`src/rtl/gpio_bus_arbiter_if.sv`:
```
// Bundle of the two requester channels and the GpioPort bus seen by the arbiter.
// master = the arbiter itself; slave = requesters plus the port model.
interface gpio_bus_arbiter_if #(
    parameter int DATA_W = 16,
    parameter int ADDR_W = 2
);
    logic              req_a;
    logic              wr_a;
    logic [ADDR_W-1:0] addr_a;
    logic [DATA_W-1:0] wdata_a;
    logic              ack_a;
    logic [DATA_W-1:0] rdata_a;

    logic              req_b;
    logic              wr_b;
    logic [ADDR_W-1:0] addr_b;
    logic [DATA_W-1:0] wdata_b;
    logic              ack_b;
    logic [DATA_W-1:0] rdata_b;

    logic              bus_en;
    logic              bus_wr;
    logic [ADDR_W-1:0] bus_addr;
    logic [DATA_W-1:0] bus_wdata;
    logic [DATA_W-1:0] bus_rdata;
    logic              busy;

    modport master (
        input  req_a, wr_a, addr_a, wdata_a,
        output ack_a, rdata_a,
        input  req_b, wr_b, addr_b, wdata_b,
        output ack_b, rdata_b,
        output bus_en, bus_wr, bus_addr, bus_wdata,
        input  bus_rdata,
        output busy
    );

    modport slave (
        output req_a, wr_a, addr_a, wdata_a,
        input  ack_a, rdata_a,
        output req_b, wr_b, addr_b, wdata_b,
        input  ack_b, rdata_b,
        input  bus_en, bus_wr, bus_addr, bus_wdata,
        output bus_rdata,
        input  busy
    );
endinterface

```
`src/rtl/gpio_bus_arbiter.sv`:
```
// Two-requester arbiter for the GpioPort register bus: one transaction at a time,
// round-robin or A-priority, every bus-side and requester-side output registered.
module gpio_bus_arbiter #(
    parameter int DATA_W  = 16,
    parameter int ADDR_W  = 2,
    parameter bit FIXED_A = 1'b0
) (
    input  logic                clk,
    input  logic                rst,
    gpio_bus_arbiter_if.master  bus
);
    localparam int N_REQ = 2;

    typedef enum logic [1:0] {
        IDLE   = 2'd0,
        ACCESS = 2'd1,
        RESP   = 2'd2
    } state_t;

    state_t            stateReg;
    logic              grantReg;      // 0 = A, 1 = B
    logic              lastBReg;      // most recent grant went to B
    logic              busEnReg;
    logic              busWrReg;
    logic [ADDR_W-1:0] busAddrReg;
    logic [DATA_W-1:0] busWdataReg;
    logic              busyReg;
    logic [N_REQ-1:0]  ackReg;
    logic [DATA_W-1:0] rdataReg [N_REQ];

    logic [N_REQ-1:0]  reqVec;
    logic [N_REQ-1:0]  wrVec;
    logic [ADDR_W-1:0] addrVec  [N_REQ];
    logic [DATA_W-1:0] wdataVec [N_REQ];

    logic              idlePick;
    logic              respOther;
    logic              respHasOther;

    assign reqVec      = {bus.req_b, bus.req_a};
    assign wrVec       = {bus.wr_b,  bus.wr_a};
    assign addrVec[0]  = bus.addr_a;
    assign addrVec[1]  = bus.addr_b;
    assign wdataVec[0] = bus.wdata_a;
    assign wdataVec[1] = bus.wdata_b;

    // Tie goes to the requester not granted last, unless A is pinned as winner.
    always_comb begin
        idlePick = 1'b0;
        if (reqVec[0] && reqVec[1]) begin
            idlePick = FIXED_A ? 1'b0 : ~lastBReg;
        end else begin
            idlePick = reqVec[1];
        end
    end

    // From RESP only the other requester may be granted; the acked one re-enters via IDLE.
    assign respOther    = ~grantReg;
    assign respHasOther = reqVec[respOther];

    always_ff @(posedge clk) begin
        if (rst) begin
            stateReg    <= IDLE;
            grantReg    <= 1'b0;
            lastBReg    <= 1'b1;
            busEnReg    <= 1'b0;
            busWrReg    <= 1'b0;
            busAddrReg  <= '0;
            busWdataReg <= '0;
            busyReg     <= 1'b0;
            ackReg      <= '0;
        end else begin
            ackReg <= '0;
            case (stateReg)
                IDLE: begin
                    if (|reqVec) begin
                        grantReg    <= idlePick;
                        lastBReg    <= idlePick;
                        busWrReg    <= wrVec[idlePick];
                        busAddrReg  <= addrVec[idlePick];
                        busWdataReg <= wdataVec[idlePick];
                        busEnReg    <= 1'b1;
                        busyReg     <= 1'b1;
                        stateReg    <= ACCESS;
                    end
                end
                ACCESS: begin
                    busEnReg         <= 1'b0;
                    ackReg[grantReg] <= 1'b1;
                    stateReg         <= RESP;
                end
                RESP: begin
                    if (respHasOther) begin
                        grantReg    <= respOther;
                        lastBReg    <= respOther;
                        busWrReg    <= wrVec[respOther];
                        busAddrReg  <= addrVec[respOther];
                        busWdataReg <= wdataVec[respOther];
                        busEnReg    <= 1'b1;
                        stateReg    <= ACCESS;
                    end else begin
                        busyReg  <= 1'b0;
                        stateReg <= IDLE;
                    end
                end
                default: begin
                    busEnReg <= 1'b0;
                    busyReg  <= 1'b0;
                    stateReg <= IDLE;
                end
            endcase
        end
    end

    // Read data is captured at the edge that closes ACCESS, only into the granted channel.
    genvar gi;
    generate
        for (gi = 0; gi < N_REQ; gi++) begin : gen_rdata
            always_ff @(posedge clk) begin
                if (rst) begin
                    rdataReg[gi] <= '0;
                end else if (stateReg == ACCESS && grantReg == 1'(gi) && !busWrReg) begin
                    rdataReg[gi] <= bus.bus_rdata;
                end
            end
        end
    endgenerate

    assign bus.ack_a     = ackReg[0];
    assign bus.ack_b     = ackReg[1];
    assign bus.rdata_a   = rdataReg[0];
    assign bus.rdata_b   = rdataReg[1];
    assign bus.bus_en    = busEnReg;
    assign bus.bus_wr    = busWrReg;
    assign bus.bus_addr  = busAddrReg;
    assign bus.bus_wdata = busWdataReg;
    assign bus.busy      = busyReg;
endmodule

```
`src/flat_wrapper.sv`:
```
// flat-port wrapper written by rule: the top's interface ports become plain ports
module gpio_bus_arbiter_flat 
#(
    parameter int DATA_W  = 16,
    parameter int ADDR_W  = 2,
    parameter bit FIXED_A = 1'b0
)
  (clk, rst, bus_req_a, bus_wr_a, bus_addr_a, bus_wdata_a, bus_ack_a, bus_rdata_a, bus_req_b, bus_wr_b, bus_addr_b, bus_wdata_b, bus_ack_b, bus_rdata_b, bus_bus_en, bus_bus_wr, bus_bus_addr, bus_bus_wdata, bus_bus_rdata, bus_busy);
  gpio_bus_arbiter_if #(.DATA_W(DATA_W), .ADDR_W(ADDR_W)) bus_i ();
  input  logic clk;
  input  logic rst;
  input wire logic [$bits(bus_i.req_a)-1:0] bus_req_a;
  input wire logic [$bits(bus_i.wr_a)-1:0] bus_wr_a;
  input wire logic [$bits(bus_i.addr_a)-1:0] bus_addr_a;
  input wire logic [$bits(bus_i.wdata_a)-1:0] bus_wdata_a;
  output wire logic [$bits(bus_i.ack_a)-1:0] bus_ack_a;
  output wire logic [$bits(bus_i.rdata_a)-1:0] bus_rdata_a;
  input wire logic [$bits(bus_i.req_b)-1:0] bus_req_b;
  input wire logic [$bits(bus_i.wr_b)-1:0] bus_wr_b;
  input wire logic [$bits(bus_i.addr_b)-1:0] bus_addr_b;
  input wire logic [$bits(bus_i.wdata_b)-1:0] bus_wdata_b;
  output wire logic [$bits(bus_i.ack_b)-1:0] bus_ack_b;
  output wire logic [$bits(bus_i.rdata_b)-1:0] bus_rdata_b;
  output wire logic [$bits(bus_i.bus_en)-1:0] bus_bus_en;
  output wire logic [$bits(bus_i.bus_wr)-1:0] bus_bus_wr;
  output wire logic [$bits(bus_i.bus_addr)-1:0] bus_bus_addr;
  output wire logic [$bits(bus_i.bus_wdata)-1:0] bus_bus_wdata;
  input wire logic [$bits(bus_i.bus_rdata)-1:0] bus_bus_rdata;
  output wire logic [$bits(bus_i.busy)-1:0] bus_busy;
  assign bus_i.req_a = bus_req_a;
  assign bus_i.wr_a = bus_wr_a;
  assign bus_i.addr_a = bus_addr_a;
  assign bus_i.wdata_a = bus_wdata_a;
  assign bus_ack_a = bus_i.ack_a;
  assign bus_rdata_a = bus_i.rdata_a;
  assign bus_i.req_b = bus_req_b;
  assign bus_i.wr_b = bus_wr_b;
  assign bus_i.addr_b = bus_addr_b;
  assign bus_i.wdata_b = bus_wdata_b;
  assign bus_ack_b = bus_i.ack_b;
  assign bus_rdata_b = bus_i.rdata_b;
  assign bus_bus_en = bus_i.bus_en;
  assign bus_bus_wr = bus_i.bus_wr;
  assign bus_bus_addr = bus_i.bus_addr;
  assign bus_bus_wdata = bus_i.bus_wdata;
  assign bus_i.bus_rdata = bus_bus_rdata;
  assign bus_busy = bus_i.busy;
  gpio_bus_arbiter #(.DATA_W(DATA_W), .ADDR_W(ADDR_W), .FIXED_A(FIXED_A)) u_core (.clk(clk), .rst(rst), .bus(bus_i));
endmodule
```
`config.mk`:
```
export PLATFORM = sky130hd
export DESIGN_NAME = gpio_bus_arbiter_flat
export DESIGN_NICKNAME = d
export VERILOG_FILES = /design/src/rtl/gpio_bus_arbiter_if.sv /design/src/rtl/gpio_bus_arbiter.sv /design/src/flat_wrapper.sv
export SDC_FILE = /design/constraint.sdc
export NUM_CORES = 1
export LEC_CHECK = 0
export CAP_MARGIN = 20
export CORE_ASPECT_RATIO = 1.25
export CORE_UTILIZATION = 30
export CTS_CLUSTER_DIAMETER = 200
export DETAILED_ROUTE_END_ITERATION = 10
export SYNTH_ARGS = -nofsm -noshare
export SYNTH_HDL_FRONTEND = slang
export SYNTH_SLANG_ARGS = --single-unit
export TNS_END_PERCENT = 100
```
`constraint.sdc`:
```
create_clock -name clk -period 1.7 [get_ports clk]
set_input_delay 0.34 -clock clk [delete_from_list [all_inputs] [get_ports clk]]
set_output_delay 0.34 -clock clk [all_outputs]
set_load 0.02 [all_outputs]
```
Yosys cells after proc, flatten, opt, wreduce, memory -nomap -nowiden. Memories as Yosys holds them, arrays and structs flattened. Cells that the tools add are included.

Bits in writable memories: 32. Memories kept: 1. Latch bits: 0. Flip-flop bits (word level): 27. Logic and storage cells: 93. ROM bits: 0. Output and inout bits: 55.

Reductions and logical operators: 14. Magnitude comparators: 6. Add/sub/neg operators: 0. Multiply operators: 0. Mux-type cells: 51. Div/mod/pow operators: 0. Eq/ne operators: 5. Shifts and indexed selects: 0. Bitwise gates (word level): 7.

Memory list: u_core.rdataReg (depth 2, bits a word 16, read ports 2, clocked after Yosys merged registers in 0, write ports 2, RTL line gpio_bus_arbiter.sv:29) `logic [DATA_W-1:0] rdataReg [N_REQ];`.

Operators with widths (number): $mux 16 (10); $pmux 16 s2 (1); $mux 1 (24); $mux 2 (9); $logic_and 1x1->1 (6); $lt 1x2->1 const B (3); $pmux 1 s2 (3); $pmux 2 s3 (1); $reduce_and 3->1 (2); $ge 2x2->1 const B (2); $ne 2x1->1 const B (2); $not 1->2 (2); $pmux 2 s2 (1); $reduce_or 2->1 (2); $not 1->1 (3); $pmux 1 s3 (1); $eq 2x1->1 const B (1); $eq 2x2->1 const B (1); $logic_not 2->1 (1); $ne 2x2->1 const B (1); $or 1x1->1 (2); $reduce_and 2->1 (1); $reduce_bool 2->1 (1); $demux 1 s1 (1); 2 further kinds (2).

Longest topological paths before layout. Gate-level depths: netlist (run 1).

Depth after elaboration: 8. Depth in mapped cells: 6. Mapped depth without buffers: 4.

Worst setup path after synthesis (run 1). Ideal clock, no wire load.

Path kind: register -> register. Start point: register u_core.stateReg[1]. End point: memory u_core.rdataReg[1][0] (enable). Data required time: 1325 ps. Setup slack: 179 ps. Period minus slack after synthesis: 1521 ps. Cell stages (with the launch flop): 5. Arrival: 1146 ps. Library setup time: 375 ps. Cells stage by stage: dfxtp_1 -> buf_4 -> nor3b_1 -> nand2_1 -> nand2b_1.

RTL lines: start, declared (RTL line gpio_bus_arbiter.sv:20) `state_t stateReg;`; start signal, assigned (RTL line gpio_bus_arbiter.sv:63) `stateReg <= IDLE;`; start signal, assigned (RTL line gpio_bus_arbiter.sv:84) `stateReg <= ACCESS;`; start signal, assigned (RTL line gpio_bus_arbiter.sv:90) `stateReg <= RESP;`; end, declared (RTL line gpio_bus_arbiter.sv:29).

Worst setup path in the final report (run 1).
Start point: input bus_req_b. End point: register u_core.busWdataReg[2], in the netlist u_core.bus.bus_wdata[2].

Cells in the longest elaborated chain, start to end: 8. Elaborated cells between the ends (all ways): 14.

Ends and longest elaborated chain: start, declared (RTL line flat_wrapper.sv:18) `input wire logic [$bits(bus_i.req_b)-1:0] bus_req_b;`; $logic_and 1x1->1 (RTL line gpio_bus_arbiter.sv:50) `if (reqVec[0] && reqVec[1]) begin`; $mux 1 (RTL line gpio_bus_arbiter.sv:50); $not 1->2 (implied by the code) (RTL line gpio_bus_arbiter.sv:81) `busWdataReg <= wdataVec[idlePick];`; $mux 16 (implied by the code) (3 in a row) (RTL line gpio_bus_arbiter.sv:81); $mux 16 (RTL line gpio_bus_arbiter.sv:76) `if (|reqVec) begin`; $pmux 16 s2 (RTL line gpio_bus_arbiter.sv:74) `case (stateReg)`; end signal, assigned (RTL line gpio_bus_arbiter.sv:81); end signal, assigned (RTL line gpio_bus_arbiter.sv:98) `busWdataReg <= wdataVec[respOther];`; end, declared (RTL line gpio_bus_arbiter.sv:26) `logic [DATA_W-1:0] busWdataReg;`.

Several ways; a longest one is shown, not always the timed one. The select of a mux whose other input is x is not followed. A chain may end at the register's enable or synchronous reset.

==> results.txt, run 1 <==
final WL: 6.05 mm
Cells after Synth: 214
DP Wirelength: 4.29 mm
drt drc: 24
Area after DPL: 0.00388 mm²
Routed WL per cell: 13.5 µm
Worst Tran Pin Value: 0.419 ns
CP top delay family: buffers and inverters
via count: 2079
Clock Latency Late Sink: 0.33 ns
maximum VDD drop: 366 µV
worst hold path type: reg2reg
Finished Layout Cells: 449
Crit path required time: 1.95 ns
worst clock skew: 0.00433 ns
Inserted Clock Buffers: 9
crit path kind: in2reg
Die Wd: 84.1 µm
Cell Pwr Density: 939 mW/mm²
Power Total: 3.89 mW
Yosys warning total: 0
Initial Util: 30.8%
headroom to the max-slew limit: 72.1%
area delta synth->final: 63.8%
worst-path fanout max: 18
minimum clock period: 1.67 ns
global-route wire length before repair: 9.45 mm
placer congestion estimate: 0.711
cells along the critical path: clkdlybuf4s50_1, nor2_1, a211oi_4, buf_4, clkbuf_16, nor2_1, a311oi_2
Chip Height: 105 µm
final period utilization: 98.2%
largest net degree at the start of global routing: 37
CP endpoint kind: flop
DR vias/cell: 4.63
DP Cell Count: 431
CP peak stage delay: 0.59 ns
CTS Buffer Depth: 2
Tot GR Track Use: 13.9%
Critical Path Start Type: input pin
most used cell along the critical path: nor2_1
Hold WS: 0.497 ns
Synth top area share: 38.1%
I/O pin total: 113
register area share after synthesis: 59.5%
WP buf/inv: 3
Iter 0 DRT Violations: 64
slowest CP cell: clkdlybuf4s50_1
# rows: 37
syn_area_per_cell: 11.8 µm²
Slew Viols, Final: 0
die area: 0.00879 mm²
MaxCap Viol Count: 0
DR pass1 iterations: 7
f_max: 599 MHz
Design Area, Final: 0.00414 mm²
DRT antenna net count: 0
post-synthesis cell type count: 29
post-synthesis async set-or-reset flop share: 0%
core box area: 0.00819 mm²
status: complete, but fails checks
CTS Root Cell: clkbuf_8
number of global-route vias before repair: 1969
post-synthesis net count: 272
remaining global-route overflow: 0
crit path DAT: 1.92 ns
setup TNS: 0 ns
top cells by area, synth: edfxtp_1 38%, dfxtp_1 21%, a311oi_2 11%
share of cells above drive strength 1: 19.0%
top post-synthesis cells by count: 41 x nand2_1, 33 x and2_1, 32 x edfxtp_1
flops & latches, synth: 59
Synth Cell Area: 0.00252 mm²
nets: 405
PortBufs: 112
initial antenna violation count: 0
dominant synthesized flop cell: edfxtp_1
top-count cell post-synth: nand2_1
Setup-failing EPs final: 0
Post-synth EDFFs: 32
Pleak: 1.57 nW
TritonCTS sink count: 59
Hold Violations, Final: 0
Yosys top cell by area: edfxtp_1
failing checks: design-rule violations
ANT cells: 0
H-Tree Depth: 3
Hold Buf Count CTS: 0
clock-pin slew on the worst setup and hold paths: 0.07 ns
CTS tree: done
==> path summary, 6_finish.rpt <==
check / slack (ns) / to / cells after the start / start
worst min-delay path: 0.50 / u_core.bus.bus_en$_SDFFE_PP0P_ / 2 / u_core.bus.bus_en$_SDFFE_PP0P_
worst max-delay path: 0.03 / u_core.bus.bus_wdata[2]$_SDFFE_PP0P_ / 7 / bus_req_b
worst max register to register: 0.10 / u_core.bus.bus_wdata[5]$_SDFFE_PP0P_ / 6 / u_core.grantReg$_SDFFE_PP0P_
worst min register to register: 0.50 / u_core.bus.bus_en$_SDFFE_PP0P_ / 2 / u_core.bus.bus_en$_SDFFE_PP0P_
==> placed cells by master, fill, tap and decap left out, types with 3 or more instances in the layout <==
master	instances
and2_1	33
a311oi_2	19
nand2_1	41
clkbuf_8	10
clkdlybuf4s50_1	111
buf_4	20
nor2b_1	3
edfxtp_1	32
clkinv_2	3
nor2_1	22
dfxtp_1	26
buf_12	3
==> timing repair <==
item                                    in CTS  in global routing
endpoints found under the setup margin      17                 37
pin swaps                                    0                  1
gates resized for setup                      2                  5
buffers inserted                             0                  1
gates cloned                                 0                  1
==> sequential cells by signal, summed over array words and instances (netlist names), 2 cells and up <==
name	flops
u_core.rdataReg	32
u_core.bus.bus_wdata	16
u_core.ackReg	2
u_core.bus.bus_addr	2
u_core.stateReg	2
==> routing by layer <==
metal,up-vias,share of wire (%),track usage [%]
li1,1013,-,-
met1,972,42,15.6
met2,87,50,24.1
met3,7,6.9,4.98
met4,0,1.2,5.30
met5,-,0,0
==> where the power goes <==
group	internal [mW]	total [mW]	switching (mW)	leakage [nW]
combinational	0.508	0.964	0.456	0.915
clock	0.709	1.23	0.526	0.0991
sequential	1.63	1.69	0.0574	0.559
total	2.85	3.89	1.04	1.57
==> stage by stage <==
stage / setup slack (ns) / util [%]
4_1_cts: 0.0392 / 49.8
3_3_place_gp: -0.261 / 47.4
3_5_place_dp: -0.318 / 47.4
5_1_grt: -0.00175 / 50.5
6_report: 0.0308 / 50.5
2_1_floorplan: 0.179 / -
==> worst min-delay path: stages, from the launching register on <==
cell and delay, ns:
dfxtp_1 0.31, nor2_1 0.09, nor3_1 0.05
==> cells by family (layout without fill, tap and decap cells) <==
group                  count (synthesis)  after routing  synth area share (%)
AND/OR/NAND/NOR                      109            109                  20.9
multiplexers                           2              2                 0.941
flip-flops                            59             59                  59.5
AO/OA/AOI/OAI                         28             28                  15.0
buffers and inverters                 16            154                  3.72
==> area by class of cell <==
class | instances | area [µm²]
Clock buffer | 11 | 141
Clock inverter | 5 | 52.6
Fill cell | 741 | 4060
Inverter | 2 | 7.51
Multi-Input combinational cell | 139 | 956
Sequential cell | 59 | 1500
Tap cell | 97 | 121
Timing Repair Buffer | 136 | 1360
(Power assumes the default switching activity.)
==> run 2, diff against run 1 <==
--- a/config.mk
+++ b/config.mk
@@ -7,9 +7,10 @@
 export LEC_CHECK = 0
 export CAP_MARGIN = 20
 export CORE_ASPECT_RATIO = 1.25
-export CORE_UTILIZATION = 30
+export CORE_UTILIZATION = 40
 export CTS_CLUSTER_DIAMETER = 200
 export DETAILED_ROUTE_END_ITERATION = 10
+export PLACE_DENSITY = 0.77
 export SYNTH_ARGS = -nofsm -noshare
 export SYNTH_HDL_FRONTEND = slang
 export SYNTH_SLANG_ARGS = --single-unit
==> run 2 against run 1 <==
- the run now ends clean
- via count decreased by 4.0%
- utilization is 15 points higher
- critical path depth shrank 6
- final cell count shrank 4.2%
- clock power decreased by 13%
- sequential share of layout area rose by 1.1 points
- power fell by 5.5%
- final area shrank 2.9%
- non-clock buffer count decreased by 7
- critical endpoint is now bus_bus_wr
- largest cell class unchanged
- largest power group unchanged
- highest routed layer unchanged
==> results.txt, run 2 (same netlist as run 1, synthesis figures left out) <==
status: finished, final reports clean
Tot GR Track Use: 17.6% (+3.7 points)
crit path DAT: 1.30 ns (-0.62 ns)
nets: 398 (-1.7%)
share of cells above drive strength 1: 16.5% (-2.5 points)
via count: 1996 (-4.0%)
headroom to the max-slew limit: 64.9% (-7.2 points)
maximum VDD drop: 421 µV (+15%)
multi-input logic area: 941 µm² (-1.6%)
area delta synth->final: 59.0%
MaxCap Viol Count: 0 (unchanged)
Worst Tran Pin Value: 0.526 ns (+0.107 ns)
fill cell count: 492 (-34%)
global-route wire length before repair: 8.91 mm (-5.7%)
Setup-failing EPs final: 0 (unchanged)
CP endpoint kind: output pin
Inserted Clock Buffers: 9 (unchanged)
Initial Util: 41.2% (+10 points)
Slew Viols, Final: 0 (unchanged)
dpl ws: -0.240 ns (+0.0789 ns)
Design Area, Final: 0.00402 mm² (-2.9%)
final WL: 5.38 mm (-11%)
Most flops, register: u_core.rdataReg
number of global-route vias before repair: 1934 (-1.8%)
worst-path fanout max: 3 (-15)
most frequent cells in the layout: 111 x clkdlybuf4s50_1, 41 x nand2_1, 33 x and2_1, 32 x edfxtp_1, 27 x dfxtp_1
placer congestion estimate: 0.693 (-2.5%)
I/O pin total: 113 (unchanged)
worst hold path type: in2reg
Cell Pwr Density: 914 mW/mm² (-2.7%)
CTS Buffer Depth: 2 (unchanged)
Area after DPL: 0.00383 mm² (-1.4%)
Die Wd: 73.1 µm (-13%)
ANT cells: 0 (unchanged)
Critical Path Start Type: flop
minimum clock period: 1.64 ns (-0.0312 ns)
Finished Layout Cells: 430 (-4.2%)
initial antenna violation count: 0 (unchanged)
die area: 0.00664 mm² (-25%)
Routed WL per cell: 12.5 µm (-7.1%)
DP Wirelength: 3.90 mm (-9.0%)
Hold Violations, Final: 0 (unchanged)
PortBufs: 112 (unchanged)
Clock Latency Late Sink: 0.32 ns (about the same)
clock-pin slew on the worst setup and hold paths: 0.07 ns (about the same)
CTS tree: done
Crit path required time: 1.36 ns (-0.59 ns)
TritonCTS sink count: 59 (unchanged)
Iter 0 DRT Violations: 55 (-14%)
final period utilization: 96.4% (-1.8 points)
Hold WS: 0.328 ns (-0.169 ns)
drt drc: 0 (-100%)
cells along the critical path: clkdlybuf4s50_1
most common cell after layout, fill and taps aside: clkdlybuf4s50_1
CP top delay family: buffers and inverters
remaining global-route overflow: 0 (unchanged)
RSZ-0062 raised after global routing: no
largest net degree at the start of global routing: 30 (-19%)
CTS Root Cell: clkbuf_8
Hold Buf Count CTS: 0 (unchanged)
H-Tree Depth: 3 (unchanged)
worst clock skew: 0.00995 ns (+0.00562 ns)
f_max: 610 MHz (+1.9%)
DR vias/cell: 4.64 (+0.25%)
DR pass1 iterations: 5 (-2)
slowest CP cell: clkdlybuf4s50_1
WP buf/inv: 1 (-2)
DRT antenna net count: 0 (unchanged)
crit path kind: reg2out
core box area: 0.00613 mm² (-25%)
Pleak: 1.52 nW (-3.3%)
CP peak stage delay: 0.64 ns (+0.05 ns)
Reg area: 0.00150 mm² (about the same)
final setup margin: 0.0620 ns (+0.0312 ns)
Chip Height: 90.8 µm (-13%)
# rows: 32 (-14%)
max reg flops: 32 (unchanged)
DP Cell Count: 414 (-3.9%)
## run 2: timing repair
| action | in CTS | in global routing |
|---|---|---|
| buffers inserted | 0 | 0 |
| gates resized for setup | 1 | 2 |
| pin swaps | 0 | 0 |
| setup endpoints to repair | 16 | 5 |
## run 2: metal layers
metal  part of all wire (%)  vias up  track usage, %  routed length, µm
li1                       -     1000               -                  -
met1                     43      898            21.1               2290
met3                    7.8        5            6.25                420
met2                     49       93            29.2               2620
met5                      0        -               0                  0
met4                   0.91        0            5.39                 49
## run 2: cell type report
type                            instances  share of cell area, %
Inverter                                2                  0.187
Tap cell                               85                   2.65
Timing Repair Buffer                  129                   32.1
Multi-Input combinational cell        139                   23.4
Sequential cell                        59                   37.4
Clock buffer                           11                   3.52
Clock inverter                          5                  0.717
## run 2: where the power goes
part,internal (mW),switching [mW]
Combinational,0.475,0.438
Sequential,1.63,0.0549
Clock,0.558,0.515
Total,2.66,1.01
## run 2: per-stage QoR
step | power (mW) | util, % | setup TNS (ns)
global placement | 2.62 | 62.5 | -5.66
floorplan | 2.18 | - | 0
detailed placement | 2.63 | 62.5 | -6.08
CTS | 3.71 | 65.4 | 0
global route | 3.86 | 65.5 | 0
finish | 3.67 | 65.5 | 0
## run 2: path summary, 6_finish.rpt
check / from / end / slack (ns) / cells past startpoint
setup reg to reg: u_core.grantReg$_SDFFE_PP0P_ / u_core.lastBReg$_SDFFE_PP1P_ / 0.16 / 5
hold / removal: bus_req_a / u_core.grantReg$_SDFFE_PP0P_ / 0.33 / 2
setup / recovery: u_core.bus.bus_wr$_SDFFE_PP0P_ / bus_bus_wr / 0.06 / 1
hold reg to reg: u_core.bus.bus_en$_SDFFE_PP0P_ / u_core.bus.bus_en$_SDFFE_PP0P_ / 0.50 / 2
==> run 3, diff against run 2 <==
--- a/config.mk
+++ b/config.mk
@@ -5,12 +5,14 @@
 export SDC_FILE = /design/constraint.sdc
 export NUM_CORES = 1
 export LEC_CHECK = 0
+export ABC_AREA = 1
 export CAP_MARGIN = 20
 export CORE_ASPECT_RATIO = 1.25
 export CORE_UTILIZATION = 40
 export CTS_CLUSTER_DIAMETER = 200
 export DETAILED_ROUTE_END_ITERATION = 10
-export PLACE_DENSITY = 0.77
+export MAX_ROUTING_LAYER = met4
+export PLACE_DENSITY = 0.73
 export SYNTH_ARGS = -nofsm -noshare
 export SYNTH_HDL_FRONTEND = slang
 export SYNTH_SLANG_ARGS = --single-unit
==> run 3 against run 2 <==
- non-clock buffer count up 2
- clock skew decreased by 0.0039 ns
- setup slack worse by 0.011 ns
- synthesized cell count up 98%
- clock power is 10% higher
- first-iteration DRC count up 73%
- register-to-register slack is essentially flat
- power grew 12%
- final area increased by 15%
- via count is 51% higher
- area after synthesis increased by 22%
- critical path depth is the same
- largest power group unchanged
==> results.txt, run 3 <==
status: finished, final reports clean
Slew Viols, Final: 0 (unchanged)
syn_area_per_cell: 7.30 µm² (-38%)
most common cell after layout, fill and taps aside: nand2_1
post-synthesis async set-or-reset flop share: 0% (unchanged)
Synth top area share: 31.1% (-6.9 points)
Hold Crit Depth: 2 (unchanged)
Hold Violations, Final: 0 (unchanged)
Yosys warning total: 0 (unchanged)
nets: 597 (+50%)
Hold Buf Count CTS: 0 (unchanged)
CTS tree: done
flops & latches, synth: 59 (unchanged)
most frequent cells in the layout: 149 x nand2_1, 111 x clkdlybuf4s50_1, 92 x nor2_1, 37 x nand3b_1, 32 x edfxtp_1
max reg flops: 32 (unchanged)
cells along the critical path: clkdlybuf4s50_1
die area: 0.00807 mm² (+22%)
DP Wirelength: 5.75 mm (+47%)
Int Pwr: 2.88 mW (+8.3%)
global-route wire length before repair: 13.0 mm (+45%)
MaxCap Viol Count: 0 (unchanged)
share of cells above drive strength 1: 8.27% (-8.2 points)
RSZ-0062 raised after global routing: no
Finished Layout Cells: 636 (+48%)
post-synthesis cell type count: 18 (-38%)
Post-synth EDFFs: 32 (unchanged)
Logic pwr share: 29.6% (+4.7 points)
DR pass1 iterations: 4 (-1)
Synth Cell Area: 0.00309 mm² (+22%)
CP endpoint kind: output pin
via count: 3012 (+51%)
Yosys top cell by area: edfxtp_1
Area after DPL: 0.00439 mm² (+15%)
Design Area, Final: 0.00461 mm² (+15%)
maximum VDD drop: 490 µV (+16%)
area delta synth->final: 49.5%
CP peak stage delay: 0.64 ns (about the same)
crit path DAT: 1.31 ns (about the same)
Power Total: 4.10 mW (+12%)
remaining global-route overflow: 0 (unchanged)
H-Tree Depth: 3 (unchanged)
clock-pin slew on the worst setup and hold paths: 0.06 ns (about the same)
Cells after Synth: 423 (+98%)
top-count cell post-synth: nand2_1
worst clock skew: 0.00604 ns (-0.00391 ns)
largest net degree at the start of global routing: 40 (+33%)
number of global-route vias before repair: 2877 (+49%)
final WL: 8.10 mm (+51%)
setup TNS: 0 ns (unchanged)
Crit path required time: 1.36 ns (about the same)
worst hold path type: reg2reg
Clock Power Share: 28.8% (-0.4 points)
dominant synthesized flop cell: edfxtp_1
# rows: 35 (+9.4%)
Die Wd: 80.6 µm (+10%)
FF-to-FF path depth: 10 (+5)
Clock Latency Late Sink: 0.32 ns (about the same)
Inserted Clock Buffers: 9 (unchanged)
PortBufs: 112 (unchanged)
Worst Tran Pin Value: 0.363 ns (-0.163 ns)
sw frac: 29.8% (+2.3 points)
Cell Pwr Density: 890 mW/mm² (-2.7%)
Iter 0 DRT Violations: 95 (+73%)
WP buf/inv: 1 (unchanged)
f_max: 606 MHz (-0.68%)
placer congestion estimate: 0.877 (+27%)
slowest CP cell: clkdlybuf4s50_1
headroom to the max-slew limit: 75.7% (+11 points)
worst-path fanout max: 2 (-1)
Setup-failing EPs final: 0 (unchanged)
top cells by area, synth: edfxtp_1 31%, nand2_1 18%, dfxtp_1 18%
CP Depth: 1 (unchanged)
crit path kind: reg2out
core box area: 0.00740 mm² (+21%)
drt drc: 0 (unchanged)
Initial Util: 41.7% (+0.49 points)
top post-synthesis cells by count: 149 x nand2_1, 92 x nor2_1, 37 x nand3b_1
DRT antenna net count: 0 (unchanged)
Chip Height: 100 µm (+10%)
sw power: 1.22 mW (+21%)
post-synthesis net count: 481 (+77%)
TritonCTS sink count: 59 (unchanged)
CTS Root Cell: clkbuf_8
minimum clock period: 1.65 ns (+0.0112 ns)
register area share after synthesis: 48.6% (-11 points)
CTS Buffer Depth: 2 (unchanged)
I/O pin total: 113 (unchanged)
DP Cell Count: 618 (+49%)
DR vias/cell: 4.74 (+2.0%)
Routed WL per cell: 12.7 µm (+1.8%)
Most flops, register: u_core.rdataReg
final period utilization: 97.0% (+0.66 points)
Tot GR Track Use: 21.5% (+3.8 points)
Pleak: 2.08 nW (+37%)
Critical Path Start Type: flop
CP top delay family: buffers and inverters
initial antenna violation count: 0 (unchanged)
ANT cells: 0 (unchanged)
register share of total power: 41.6% (-4.3 points)
-- run 3: cell count changes after synthesis, sizes merged, moves of 3 or more --
cell and change:
nor2 +73, a311oi -20, nand2 +110, a21oi +20
inv +21, nand3b +37, nand3 +4, nor2b -3
buf +4, clkbuf +8, and2 -33
-- run 3: cell type report --
type                       count  area [µm²]
inverter                      23        86.3
clock inverter                 6        56.3
timing repair buffer         131        1310
multi-input combinational    315        1410
fill                         659        2790
sequential                    59        1500
tap                           92         115
clock buffer                  10         128
-- run 3: tightest hold or removal path, cell delays in order, from the launching register on --
cell and delay [ns]:
dfxtp_1 0.31, nand2_1 0.06, a21oi_1 0.05
-- run 3: what timing repair did --
item / in CTS / in global routing
endpoints found under the setup margin: 1 / 32
buffers inserted: 0 / 2
endpoints found under the hold margin: 0 / 0
pin swaps: 0 / 2
gates resized for setup: 1 / 0
-- run 3: metrics by stage --
step	util [%]	worst slack, ns	hold slack (ns)
2_1_floorplan	-	0.0280	0.409
3_3_place_gp	59.3	0.00133	0.446
3_5_place_dp	59.3	-0.0198	0.448
5_1_grt	62.3	0.00750	0.484
4_1_cts	61.8	0.0133	0.458
6_report	62.3	0.0508	0.456
-- run 3: kinds of logic (layout without fill, tap and decap cells) --
logic type,after synthesis,after routing,synth area share (%)
AND/OR/NAND/NOR,288,288,40.2
flip-flops,59,59,48.6
buffers and inverters,49,170,6.45
AO/OA/AOI/OAI,27,27,4.74
-- run 3: power by group through the flow --
stage | Combinational (mW) | Clock, mW | Sequential, mW
after floorplan | 0.497 | 0 | 1.89
after CTS | 1.20 | 1.21 | 1.71
final | 1.21 | 1.18 | 1.71
after global routing | 1.33 | 1.27 | 1.72
after global placement | 1.19 | 0 | 1.74
after detailed placement | 1.20 | 0 | 1.74
-- run 3: metal layers --
| metal | part of all wire (%) | wire length, µm | up-vias | track usage (%) |
|---|---|---|---|---|
| met4 | 1.3 | 104 | 0 | 10.3 |
| met3 | 5.6 | 450 | 7 | 2.36 |
| met5 | 0 | 0 | - | - |
| met2 | 52 | 4240 | 101 | 37.4 |
| met1 | 41 | 3310 | 1343 | 24.2 |
| li1 | - | - | 1561 | - |
-- run 3: final timing paths --
kind / startpoint / endpoint / slack (ns)
worst max-delay path: u_core.bus.bus_wdata[3]$_SDFFE_PP0P_ / bus_bus_wdata[3] / 0.05
worst min-delay path: u_core.bus.busy$_SDFFE_PP0P_ / u_core.bus.busy$_SDFFE_PP0P_ / 0.46
worst max register to register: u_core.grantReg$_SDFFE_PP0P_ / u_core.bus.bus_wr$_SDFFE_PP0P_ / 0.16
worst min register to register: u_core.bus.busy$_SDFFE_PP0P_ / u_core.bus.busy$_SDFFE_PP0P_ / 0.46
==> edit 1, RTL diff (settings of run 3) <==
`FIXED_A` is set to 1'b0 in 2 places; all go to 1'b1.
--- a/src/rtl/gpio_bus_arbiter.sv
+++ b/src/rtl/gpio_bus_arbiter.sv
@@ -5,3 +5,3 @@
     parameter int ADDR_W  = 2,
-    parameter bit FIXED_A = 1'b0
+    parameter bit FIXED_A = 1'b1
 ) (
--- a/src/flat_wrapper.sv
+++ b/src/flat_wrapper.sv
@@ -5,3 +5,3 @@
     parameter int ADDR_W  = 2,
-    parameter bit FIXED_A = 1'b0
+    parameter bit FIXED_A = 1'b1
 )
Behaviour: not the same (Yosys sat finds a counterexample within 10 cycles, from zero or initial values and one cycle with rst high).
==> edit 1 against run 3 <==
Sequential cell count shrank 1; cell count grew 1.7%; wire length shrank 11%; die area fell by 1.4%; power shrank 8.3%; final area fell by 2.1%; clock power fell by 18%; worst setup slack improved by 0.013 ns; area after synthesis is 1.4% lower.
==> edit 1: results (changes against run 3) <==
metric;value;unit;change
status;complete, no violations;;
grt_max_degree;24;;-40%
place_inst;630;;+1.9%
antenna-diode-count;0;;unchanged
antenna_found_initial;0;;unchanged
ys_seq_area_share;48.7;%;about the same
wl_met3;373;um;-17%
ys_top_cells_by_area;edfxtp_1 (32%), dfxtp_1 (17%), nand2_1 (13%);;
rrSetupSlack;0.14;ns;-0.02 ns
synth_compound_area_share;1.56;%;-3.2 points
vias;2956;;-1.9%
power_leakage;2.16;nW;+3.9%
hold_ws;0.482;ns;+0.0260 ns
ys_types;17;;-1
ir_worst_vdd;0.417;mV;-15%
instances_no_fill;647;;+1.7%
hold_path.startpoint;u_core.bus.bus_en;;
dp_slack;-0.0358;ns;-0.0160 ns
grt_pass1_vias;2781;;-3.3%
r2r_cells;9;;-1
critPathCapture;bus_bus_wdata[11];;
maxSlewHeadroom;76.1;%;+0.37 points
crit_fanout;2;;unchanged
routed_wl;7200;um;-11%
ys.flop_type;edfxtp_1;;
place_hpwl;5440;um;-5.4%
grt_usage;19.9;%;-1.5 points
skew;0.00620;ns;+0.000156 ns
worstSetupStartpoint;u_core.bus.bus_wdata[11];;
drt_iter0_drc;86;;-9.5%
cts_root_buf;clkbuf_8;;
cts_setup_buffers;1;;+1
layout-drive-gt1-share;7.21;%;-1.1 points
max_stage_delay;0.62;ns;-0.02 ns
wl_met2;3870;um;-8.6%
gp_congestion;0.878;;+0.10%
async_flop_share;0;%;unchanged
regToRegEndpoint;u_core.bus.bus_wdata[15];;
nNetsFinal;609;;+2.0%
synthCells;434;;+2.6%
route.layer.met1.wl;2890;um;-13%
synth_nets;492;;+2.3%
min_path_type;register to register;;
fin_crit_sh;96.2;%;-0.76 points
numCtsBuffers;9;;unchanged
dpl_cell_area;4330;um2;-1.5%
cts_buffer_depth;2;;unchanged
grt_pass1_wl;12000;um;-7.5%
synth_commonest_cells;nand2_1 (107), inv_1 (77), nand3_1 (77);;
whs_endpoint;u_core.bus.bus_en;;
ys_warn_count;0;;unchanged
clkLatencyLatePin;0.31;ns;
top_register;u_core.rdataReg;;
cp.arrival;1.30;ns;
htreeDepth;3;;unchanged
==> edit 1: where the power goes <==
part / total, W / internal, W / switching (W)
Sequential: 0.00168 / 0.00162 / 0.0000661
Clock: 0.000965 / 0.000502 / 0.000463
Combinational: 0.00111 / 0.000517 / 0.000596
==> edit 1: logic make-up (layout without fill, tap and decap cells) <==
kind of cell	after synthesis	in the layout
compound gates	8	8
buf+inv	105	226
simple gates	263	263
flops	58	58
==> edit 1: layer usage <==
layer | vias up | global-route usage [%]
li1 | 1560 | -
met1 | 1290 | 21.0
met2 | 104 | 35.6
met3 | 2 | 4.59
met4 | 0 | 7.69
met5 | - | -
==> edit 1: area by class of cell <==
| class | count | area [um2] |
|---|---|---|
| clock buffer | 10 | 128 |
| clock inverter | 5 | 22.5 |
| fill | 693 | 2840 |
| inverter | 82 | 310 |
| multi-input combinational | 271 | 1180 |
| sequential | 58 | 1480 |
| tap | 92 | 115 |
| timing repair buffer | 129 | 1280 |
==> edit 2, RTL diff (flow settings as in run 3) <==
Without the edit above. Reset style: asynchronous (`rst`), changed in 2 clocked blocks.
--- a/src/rtl/gpio_bus_arbiter.sv
+++ b/src/rtl/gpio_bus_arbiter.sv
@@ -60,3 +60,3 @@
 
-    always_ff @(posedge clk) begin
+    always_ff @(posedge clk or posedge rst) begin
         if (rst) begin
@@ -118,3 +118,3 @@
         for (gi = 0; gi < N_REQ; gi++) begin : gen_rdata
-            always_ff @(posedge clk) begin
+            always_ff @(posedge clk or posedge rst) begin
                 if (rst) begin
Behaviour: differs if rst is asserted again (counterexample within 4 cycles, from zero or initial values and one cycle with rst high); with rst held inactive, the same outputs for 10 cycles.
==> edit 2 against run 3 <==
Register-to-register slack improved by 0.02 ns; worst setup slack lost 0.012 ns; cell count fell by 1.9%; die area shrank 0.95%; via count down 1.2%; area after synthesis shrank 0.97%; sequential cell count unchanged; maximum frequency fell by 0.70%; first-iteration DRC count grew 21%; final area is 1.9% lower; wire length is 7.2% lower.
Power is not compared: it rests on default switching activity, and its combinational part moved more than twofold at a synthesized area within 25%.
==> edit 2: results (changes against run 3) <==
metric;value;unit;change
regToRegStartpoint;u_core.stateReg[1];;
worstMarginPinSlew;0.700;ns;+0.337 ns
layout-drive-gt1-share;10.2;%;+1.9 points
critPathCapture;bus_bus_wdata[0];;
clk_share;4.29;%;+0.30 points
nNetsFinal;585;;-2.0%
met1_usage;24.0;%;-0.27 points
gp_congestion;0.783;;-11%
layout_setup_ws;0.0391;ns;-0.0116 ns
bufAreaShareNonClock;28.4;%;-0.085 points
status;complete, no violations;;
seq_share;32.7;%;+0.10 points
synth_commonest_cells;nand2_1 (159), inv_1 (62), dfrtp_1 (58);;
multi_input_area_share;26.7;%;-4.0 points
place_inst;608;;-1.6%
ys.flop_type;dfrtp_1;;
ys_seq_area_share;48.3;%;-0.30 points
fillCellCount;694;;+5.3%
wl_per_cell;12.0;um;-5.4%
grt_usage;21.0;%;-0.43 points
synthCells;410;;-3.1%
route.layer.met1.wl;3210;um;-3.0%
wl_met3;358;um;-20%
worstSetupStartpoint;u_core.bus.bus_wdata[0];;
seq_cells;59;;unchanged
clock_buffer_count;11;;+1
grt_pass1_wl;12800;um;-1.4%
[edit 2: stage by stage]
| step | instance area, um2 | power [W] | util [%] | TNS [ns] | hold WS, ns |
|---|---|---|---|---|---|
| after CTS | 4520 | 0.00857 | 61.1 | 0 | 0.369 |
| after global routing | 4530 | 0.00915 | 61.1 | 0 | 0.383 |
| after global placement | 4330 | 0.00719 | 58.5 | 0 | 0.459 |
| after detailed placement | 4330 | 0.00733 | 58.5 | -0.590 | 0.467 |
| after floorplan | 3060 | 0.00526 | - | 0 | 0.439 |
| final | 4530 | 0.00848 | 61.1 | 0 | 0.355 |
[edit 2: report_power, final]
group	total [W]	leakage [nW]	switching [W]	internal, W
combinational	0.00467	1.49	0.00259	0.00208
clock	0.00123	0.0991	0.000521	0.000709
sequential	0.00258	0.722	0.000451	0.00213
total	0.00848	2.31	0.00356	0.00492
[edit 2: timing repair]
action / 4_1_cts / 5_1_grt
setup endpoints to repair: 0 / 1
gates resized for setup: 0 / 1
hold endpoints to repair: 0 / 0
